[src/rtl/csr_seq_master.sv]
// csr_seq_master: command-driven write/read/poll(/RMW) initiator for a 4-entry CSR bank.
// Read-modify-write (op 3) is built only when CSR_SEQ_RMW_EN is defined; otherwise op 3 is rejected with rsp_err.
module csr_seq_master #(
    parameter int DWIDTH = 32,
    parameter int TWIDTH = 16
) (
    input  logic              clk,
    input  logic              reset,
    input  logic              cmd_valid,
    output logic              cmd_ready,
    input  logic [1:0]        cmd_op,
    input  logic [1:0]        cmd_addr,
    input  logic [DWIDTH-1:0] cmd_data,
    input  logic [DWIDTH-1:0] cmd_mask,
    input  logic [TWIDTH-1:0] cmd_timeout,
    output logic              rsp_valid,
    input  logic              rsp_ready,
    output logic [DWIDTH-1:0] rsp_data,
    output logic              rsp_err,
    output logic [1:0]        csr_addr,
    output logic              csr_wr_en,
    output logic [DWIDTH-1:0] csr_wdata,
    input  logic [DWIDTH-1:0] csr_rdata
);
    typedef enum logic [2:0] {
        IDLE,
        WRITE,
        READ,
        POLL,
`ifdef CSR_SEQ_RMW_EN
        RMW_RD,
        RMW_WR,
`endif
        RESP
    } state_t;

`ifdef CSR_SEQ_RMW_EN
    localparam state_t OP3_STATE = RMW_RD;
    localparam bit     RMW_EN    = 1'b1;
`else
    localparam state_t OP3_STATE = RESP;
    localparam bit     RMW_EN    = 1'b0;
`endif

    state_t            state, next;
    logic [DWIDTH-1:0] data, mask;
    logic [TWIDTH-1:0] timeout, cnt;
    logic              accept, hit;

    assign accept    = cmd_valid & cmd_ready;
    assign hit       = ((csr_rdata ^ data) & mask) == '0;
    // Handshake strobes decode the async-reset state so they drop with reset.
    assign cmd_ready = (state == IDLE) & ~reset;
    assign rsp_valid = state == RESP;
`ifdef CSR_SEQ_RMW_EN
    assign csr_wr_en = (state == WRITE) | (state == RMW_WR);
`else
    assign csr_wr_en = state == WRITE;
`endif

    always_ff @(posedge clk or posedge reset) begin
        if (reset) state <= IDLE;
        else       state <= next;
    end

    always_comb begin
        next = state;
        case (state)
            IDLE:        if (accept) next = (cmd_op == 2'd0) ? WRITE :
                                            (cmd_op == 2'd1) ? READ  :
                                            (cmd_op == 2'd2) ? POLL  : OP3_STATE;
            WRITE, READ: next = RESP;
            POLL:        next = (hit || cnt == timeout) ? RESP : POLL;
`ifdef CSR_SEQ_RMW_EN
            RMW_RD:      next = RMW_WR;
            RMW_WR:      next = RESP;
`endif
            RESP:        if (rsp_ready) next = IDLE;
            default:     next = IDLE;
        endcase
    end

    always_ff @(posedge clk or posedge reset) begin
        if (reset) begin
            data      <= '0;
            mask      <= '0;
            timeout   <= '0;
            cnt       <= '0;
            csr_addr  <= '0;
            csr_wdata <= '0;
            rsp_data  <= '0;
            rsp_err   <= 1'b0;
        end else begin
            case (state)
                IDLE: if (accept) begin
                    data     <= cmd_data;
                    mask     <= cmd_mask;
                    timeout  <= cmd_timeout;
                    cnt      <= '0;
                    rsp_data <= '0;
                    rsp_err  <= (cmd_op == 2'd3) & ~RMW_EN;
                    // A rejected op 3 never touches the bank, so the bus keeps its last values.
                    if (cmd_op != 2'd3 || RMW_EN) csr_addr <= cmd_addr;
                    if (cmd_op == 2'd0) csr_wdata <= cmd_data;
                end
                WRITE: begin
                    rsp_data <= data;
                    rsp_err  <= 1'b0;
                end
                READ: begin
                    rsp_data <= csr_rdata;
                    rsp_err  <= 1'b0;
                end
                POLL: begin
                    rsp_data <= csr_rdata;
                    rsp_err  <= ~hit & (cnt == timeout);
                    if (!hit && cnt != timeout) cnt <= cnt + 1'b1;
                end
`ifdef CSR_SEQ_RMW_EN
                RMW_RD: csr_wdata <= (csr_rdata & ~mask) | (data & mask);
                RMW_WR: begin
                    rsp_data <= csr_wdata;
                    rsp_err  <= 1'b0;
                end
`endif
                default: ;
            endcase
        end
    end
endmodule

[config.mk]
export PLATFORM = sky130hd
export DESIGN_NAME = csr_seq_master
export DESIGN_NICKNAME = d
export VERILOG_FILES = /design/src/rtl/csr_seq_master.sv
export SDC_FILE = /design/constraint.sdc
export NUM_CORES = 1
export LEC_CHECK = 0
export ABC_CLOCK_PERIOD_IN_PS = 4900
export CAP_MARGIN = 20
export CORE_UTILIZATION = 44
export CTS_CLUSTER_SIZE = 24
export DETAILED_ROUTE_END_ITERATION = 8
export GPL_ROUTABILITY_DRIVEN = 0
export GPL_TIMING_DRIVEN = 0
export PLACE_DENSITY_LB_ADDON = 0.3
export SKIP_LAST_GASP = 1
export SLEW_MARGIN = 20
export SYNTH_ARGS = -nofsm -noshare
export SYNTH_HDL_FRONTEND = slang
export SYNTH_SLANG_ARGS = --single-unit
[constraint.sdc]
create_clock -name clk -period 4.9 [get_ports clk]
set_clock_uncertainty 0.05 [all_clocks]
set_input_delay 0.735 -clock clk [delete_from_list [all_inputs] [get_ports clk]]
set_output_delay 0.735 -clock clk [all_outputs]
set_load 0.05 [all_outputs]
==> results of run 1 <==
[per-layer routing]
metal  GRT usage (%)  vias to the layer above  wire, µm
met1            32.0                     3000      8580
met4            9.26                        0       466
met3            8.40                       26      1510
met5               0                        -         0
met2            41.5                      177     10100
li1                -                     2892         -
[cells by family after synthesis]
kind of cell	after synthesis	share of synthesized area, %
AND/OR/NAND/NOR	325	18.4
adder cells (fa/ha/maj)	5	0.854
XOR/XNOR	48	5.74
AO/OA/AOI/OAI	76	8.42
flip-flops	166	56.7
buffers and inverters	74	4.10
multiplexers	38	5.79
[state kept, by name, indices dropped and copies added, names as in the netlist]
signal     count
state          3
timeout       16
rsp_data      32
rsp_err        1
csr_wdata     32
data          32
cnt           16
mask          32
csr_addr       2
[worst max-delay path by stage]
stage | startpoint | slack (ns) | end | depth (start not counted)
after floorplan | reset | 2.00 | cnt[0] | 1
after global placement | reset | 0.50 | rsp_data[7] | 2
after detailed placement | state[2] | 1.43 | csr_wr_en | 4
after CTS | state[2] | 0.96 | csr_wr_en | 4
after global routing | state[2] | 0.89 | csr_wr_en | 4
final | state[2] | 1.02 | csr_wr_en | 4
[area by class of cell]
class                           instances  area [µm²]
Fill cell                            1282        5880
Sequential cell                       166        4150
Inverter                               35         135
Tap cell                              216         270
Antenna cell                            1        2.50
Clock buffer                           21         460
Clock inverter                         11         125
Buffer                                 39         169
Timing Repair Buffer                  194        1990
Multi-Input combinational cell        492        2870
[power breakdown]
part / total [mW] / switching (mW) / internal (mW)
sequential: 2.31 / 0.381 / 1.93
clock: 1.33 / 0.551 / 0.779
combinational: 2.85 / 1.80 / 1.06
[cells in the final DEF (no fill, tap or decap), types with 4 or more instances in the layout]
cell type        netlist  routed
nand2_1              259     259
clkdlybuf4s50_1        0     189
dfrtp_1              166     166
xor2_1                48      48
mux2_2                35      35
inv_1                 35      34
a222oi_1              32      32
clkbuf_1              25      27
nand3_1               17      17
clkbuf_16              0      17
a22oi_1               16      16
nor2_1                14      14
o21ai_0               11      11
buf_2                  9       9
nand4_1                8       8
and2_1                 5       5
nor4_1                 5       5
a21oi_1                5       5
or4_1                  5       5
ha_1                   5       5
buf_12                 0       5
and3_1                 4       4
o21a_1                 4       4
[critical path, stage by stage, from the launching register on]
cell and delay, ns:
dfrtp_1 0.35, buf_2 0.16, nor3b_1 0.80, clkbuf_1 0.46
clkdlybuf4s50_1 0.90
[per-stage QoR]
| step | setup slack [ns] | util, % |
|---|---|---|
| after floorplan | 2.00 | - |
| after global placement | 0.499 | 59.1 |
| after detailed placement | 1.43 | 59.7 |
| after CTS | 0.961 | 63.4 |
| after global routing | 0.890 | 63.4 |
| final | 1.02 | 63.4 |
==> results.sh, run 1 <==
export IMPL_die_h_um=131
export IMPL_clock_latency_ns=0.43
export IMPL_die_x_um=131
export IMPL_r2r_slack_ns=2.32
export IMPL_run_status="finished, final reports clean"
export IMPL_fin_crit_sh_pct=79.1
export IMPL_reg2reg_from="state[2]"
export IMPL_firstDrtPassIters=8
export IMPL_cts_resized_gates=0
export IMPL_synth_top_area_share_pct=56.7
export IMPL_synth_area_per_cell_um2=10.0
export IMPL_cp_arrival_ns=3.09
export IMPL_netlist_top_cells_count="nand2_1 (259), dfrtp_1 (166), xor2_1 (48), inv_1 (35), mux2_2 (35)"
export IMPL_avgViaCountPerCell=5.19
export IMPL_place_detailed_hpwl_um=15200
export IMPL_yosysTopAreaCell="dfrtp_1"
export IMPL_ys_top_cells_by_area="dfrtp_1 (57%), nand2_1 (13%), xor2_1 (5.7%)"
export IMPL_max_slew_margin_pct=35.9
export IMPL_hold_viol=0
export IMPL_vias=6095
export IMPL_min_path_type="reg -> reg"
export IMPL_clk_pin_slew_ns=0.07
export IMPL_placed_area_um2=9590
export IMPL_synth_edf_count=0
export IMPL_drv_cap=0
export IMPL_coreArea_um2=16100
export IMPL_synth_ff_type="dfrtp_1"
export IMPL_grt_pass1_wl_um=32300
export IMPL_grt_pass1_vias=6135
export IMPL_dieArea_um2=17200
export IMPL_fmaxAchievable_ghz=0.258
export IMPL_syn_num_nets=857
export IMPL_end_kind="output port"
export IMPL_hold_buffers=0
export IMPL_yosysSeqAreaShare_pct=56.7
export IMPL_grt_overflow_total=0
export IMPL_rows=46
export IMPL_rsz0062_at_grt="no"
export IMPL_cts_buffer_depth=2
export IMPL_synth_cell_type_count=38
export IMPL_reg2regPathDepth=7
export IMPL_drc_errors=0
export IMPL_hold_path_end="mask[11]"
export IMPL_required_ns=4.12
export IMPL_start_util_pct=45.6
export IMPL_yosysMostFrequentCell="nand2_1"
export IMPL_worst_path_max_fanout=10
export IMPL_final_antenna_net_count=0
export IMPL_criticalPathCategory="reg -> out"
export IMPL_port_buffers=189
export IMPL_total_power_mw=6.49
export IMPL_fin_area_um2=10200
export IMPL_num_nets_final=1070
export IMPL_yosysWarnings=0
export IMPL_cts_root_buf="clkbuf_16"
export IMPL_clock_sinks=166
export IMPL_wl_per_cell_um=17.6
export IMPL_cts_tree="built"
export IMPL_whs_ns=0.426
export IMPL_fin_crit_ns=3.88
export IMPL_cts_buffers=17
export IMPL_powerDensity_nw_per_um2=638
export IMPL_drt_total_wl_um=20600
export IMPL_synth_seq_cells=166
export IMPL_async_flop_share_pct=100
export IMPL_fin_cells=1175
export IMPL_grt_use_total_pct=25.6
export IMPL_rr_endpoint="csr_wdata[22]"
export IMPL_synthCells=732
export IMPL_finalSetupTns_ns=0
export IMPL_areaGrowthSynthToFinish_pct=38.9
export IMPL_drive_gt1_share_pct=9.08
export IMPL_cts_setup_buffers=0
export IMPL_min_from="mask[11]"
export IMPL_dp_cells=1142
export IMPL_final_max_slew_viol_count=0
export IMPL_h_tree_depth=4
export IMPL_worstMarginPinSlew_ns=0.960
export IMPL_peakVddDrop_uv=457
export IMPL_antenna_found_initial=1
export IMPL_holdPathStages=2
export IMPL_ios=190
export IMPL_grt_max_degree=34
export IMPL_drt_first_iter_violations=511
export IMPL_netlist_area_um2=7330
export IMPL_leakagePower_nw=4.99
export IMPL_cp_start_kind="flip-flop"
export IMPL_setup_viol=0
Power figures use the tool's default switching activity.
==> run 2, diff against run 1 <==
--- a/config.mk
+++ b/config.mk
@@ -5,7 +5,7 @@
 export SDC_FILE = /design/constraint.sdc
 export NUM_CORES = 1
 export LEC_CHECK = 0
-export ABC_CLOCK_PERIOD_IN_PS = 4900
+export ABC_CLOCK_PERIOD_IN_PS = 3400
 export CAP_MARGIN = 20
 export CORE_UTILIZATION = 44
 export CTS_CLUSTER_SIZE = 24
==> constraint.sdc (replaced) <==
create_clock -name clk -period 3.4 [get_ports clk]
set_clock_uncertainty 0.05 [all_clocks]
set_input_delay 0.51 -clock clk [delete_from_list [all_inputs] [get_ports clk]]
set_output_delay 0.51 -clock clk [all_outputs]
set_load 0.05 [all_outputs]
==> run 2 against run 1 <==
Effect of this change: clock power grew 44%; critical path depth shrank 1; final area is essentially flat; final cell count is the same; flip-flop and latch count is the same; sequential power grew 44%; non-clock buffer count is the same; core utilization is essentially flat; first-iteration DRC count shrank 0.59%; die area is the same; clock-buffer cell count is the same; sequential share of layout area is essentially flat.
==> results.sh, run 2 (synthesized netlist as in run 1, its figures left out) <==
export IMPL_run_status="finished, final reports clean"
export IMPL_ios=190
export IMPL_fin_crit_sh_pct=86.1
export IMPL_grt_max_degree=34
export IMPL_areaGrowthSynthToFinish_pct=39.0
export IMPL_fmaxAchievable_ghz=0.342
export IMPL_firstDrtPassIters=9
export IMPL_final_core_util_pct=63.5
export IMPL_grt_met1_usage_pct=32.0
export IMPL_peakVddDrop_uv=659
export IMPL_clock_sinks=166
export IMPL_place_ws_ns=0.155
export IMPL_grt_overflow_total=0
export IMPL_setup_slack_ns=0.473
export IMPL_grt_use_total_pct=25.6
export IMPL_layout_commonest_cell="nand2_1"
export IMPL_end_kind="output port"
export IMPL_antenna_found_initial=1
export IMPL_coreArea_um2=16100
export IMPL_hold_buffers=0
export IMPL_met3_usage_pct=8.40
export IMPL_cp_arrival_ns=2.37
export IMPL_worst_path_max_fanout=10
export IMPL_num_nets_final=1070
export IMPL_whs_ns=0.427
export IMPL_cts_root_buf="clkbuf_16"
export IMPL_die_h_um=131
export IMPL_cp_slowest_cell="nor3b_2"
export IMPL_clk_pin_slew_ns=0.06
export IMPL_gr_usage_met2_pct=41.5
export IMPL_drt_total_wl_um=20600
export IMPL_fin_crit_ns=2.93
export IMPL_final_cell_mix="nand2_1 (259), clkdlybuf4s50_1 (188), dfrtp_1 (166), xor2_1 (48), mux2_2 (35)"
export IMPL_vias=6110
export IMPL_place_detailed_hpwl_um=15200
export IMPL_powerDensity_nw_per_um2=919
export IMPL_dp_cells=1142
export IMPL_fin_cells=1175
export IMPL_final_antenna_net_count=0
export IMPL_grt_pass1_vias=6131
export IMPL_worstMarginPinSlew_ns=0.744
export IMPL_crit_chain="nor3b_2 -> clkbuf_1 -> dlymetal6s2s_1"
export IMPL_busiest_layer="met2"
export IMPL_final_max_slew_viol_count=0
export IMPL_leakagePower_nw=5.01
export IMPL_placed_area_um2=9590
export IMPL_grt_pass1_wl_um=32300
export IMPL_slowest_delay_ns=0.51
export IMPL_dieArea_um2=17200
export IMPL_clock_latency_ns=0.43
export IMPL_required_ns=2.84
export IMPL_drive_gt1_share_pct=9.19
export IMPL_drv_cap=0
export IMPL_min_path_type="reg -> reg"
export IMPL_drc_errors=0
export IMPL_criticalPathCategory="reg -> out"
export IMPL_cp_start_kind="flip-flop"
export IMPL_setup_viol=0
export IMPL_cts_buffers=17
export IMPL_avgViaCountPerCell=5.20
export IMPL_drt_first_iter_violations=508
export IMPL_max_slew_margin_pct=50.4
export IMPL_wl_per_cell_um=17.5
export IMPL_hold_viol=0
export IMPL_rows=46
export IMPL_fin_area_um2=10200
export IMPL_rsz0062_at_grt="no"
export IMPL_start_util_pct=45.6
export IMPL_cts_tree="built"
export IMPL_port_buffers=189
export IMPL_die_x_um=131
export IMPL_cts_buffer_depth=2
export IMPL_h_tree_depth=4
[run 2: changes by cell type in the layout (fill, tap and decap cells not counted), sizes merged]
| cell | before | now |
|---|---|---|
| clkdlybuf4s50 | 189 | 188 |
| dlymetal6s2s | 0 | 1 |
[run 2: area by class of cell]
type                    instances  area [µm²]
repair buffers                194        1990
diodes                          1        2.50
flip-flops and latches        166        4150
multi-input cells             492        2880
well taps                     216         270
plain buffers                  39         169
fillers                      1281        5870
clock inverters                11         125
inverters                      35         135
clock buffers                  21         460
[run 2: final timing paths]
path	from	endpoint	slack [ns]	cells past startpoint
hold reg to reg	mask[10]	mask[10]	0.43	2
min in group asynchronous	reset	csr_addr[0]	0.55	2
setup reg to reg	state[2]	csr_wdata[22]	0.82	7
max in group asynchronous	reset	data[0]	1.94	4
hold / removal	mask[10]	mask[10]	0.43	2
setup / recovery	state[0]	csr_wr_en	0.47	3
[run 2: through the flow]
stage | TNS [ns] | total power [mW]
6_report | 0 | 9.36
3_3_place_gp | -127.24 | 7.37
2_1_floorplan | 0 | 5.98
5_1_grt | 0 | 9.92
4_1_cts | 0 | 9.42
3_5_place_dp | 0 | 7.46
[run 2: worst max-delay path: cells and delay by family, from the launching register on]
family                 cells  cell delay, ns
and+or+nand+nor            1            0.51
DFF                        1            0.49
buffers and inverters      2            0.94
[run 2: where the power goes]
group / switching [mW] / internal, mW
combinational: 2.60 / 1.52
sequential: 0.549 / 2.78
clock: 0.794 / 1.12
total: 3.94 / 5.43
[run 2: repair_timing]
action | 4_1_cts | 5_1_grt
resized for setup | 1 | 1
setup buffers | 0 | 0
endpoints found under the hold margin | 0 | 0
endpoints found under the setup margin | 1 | 1
[run 2: layer usage]
metal	share of wire, %	vias up
li1	-	2893
met1	41	2968
met4	2.5	0
met3	7.8	32
met2	48	217
met5	0	-
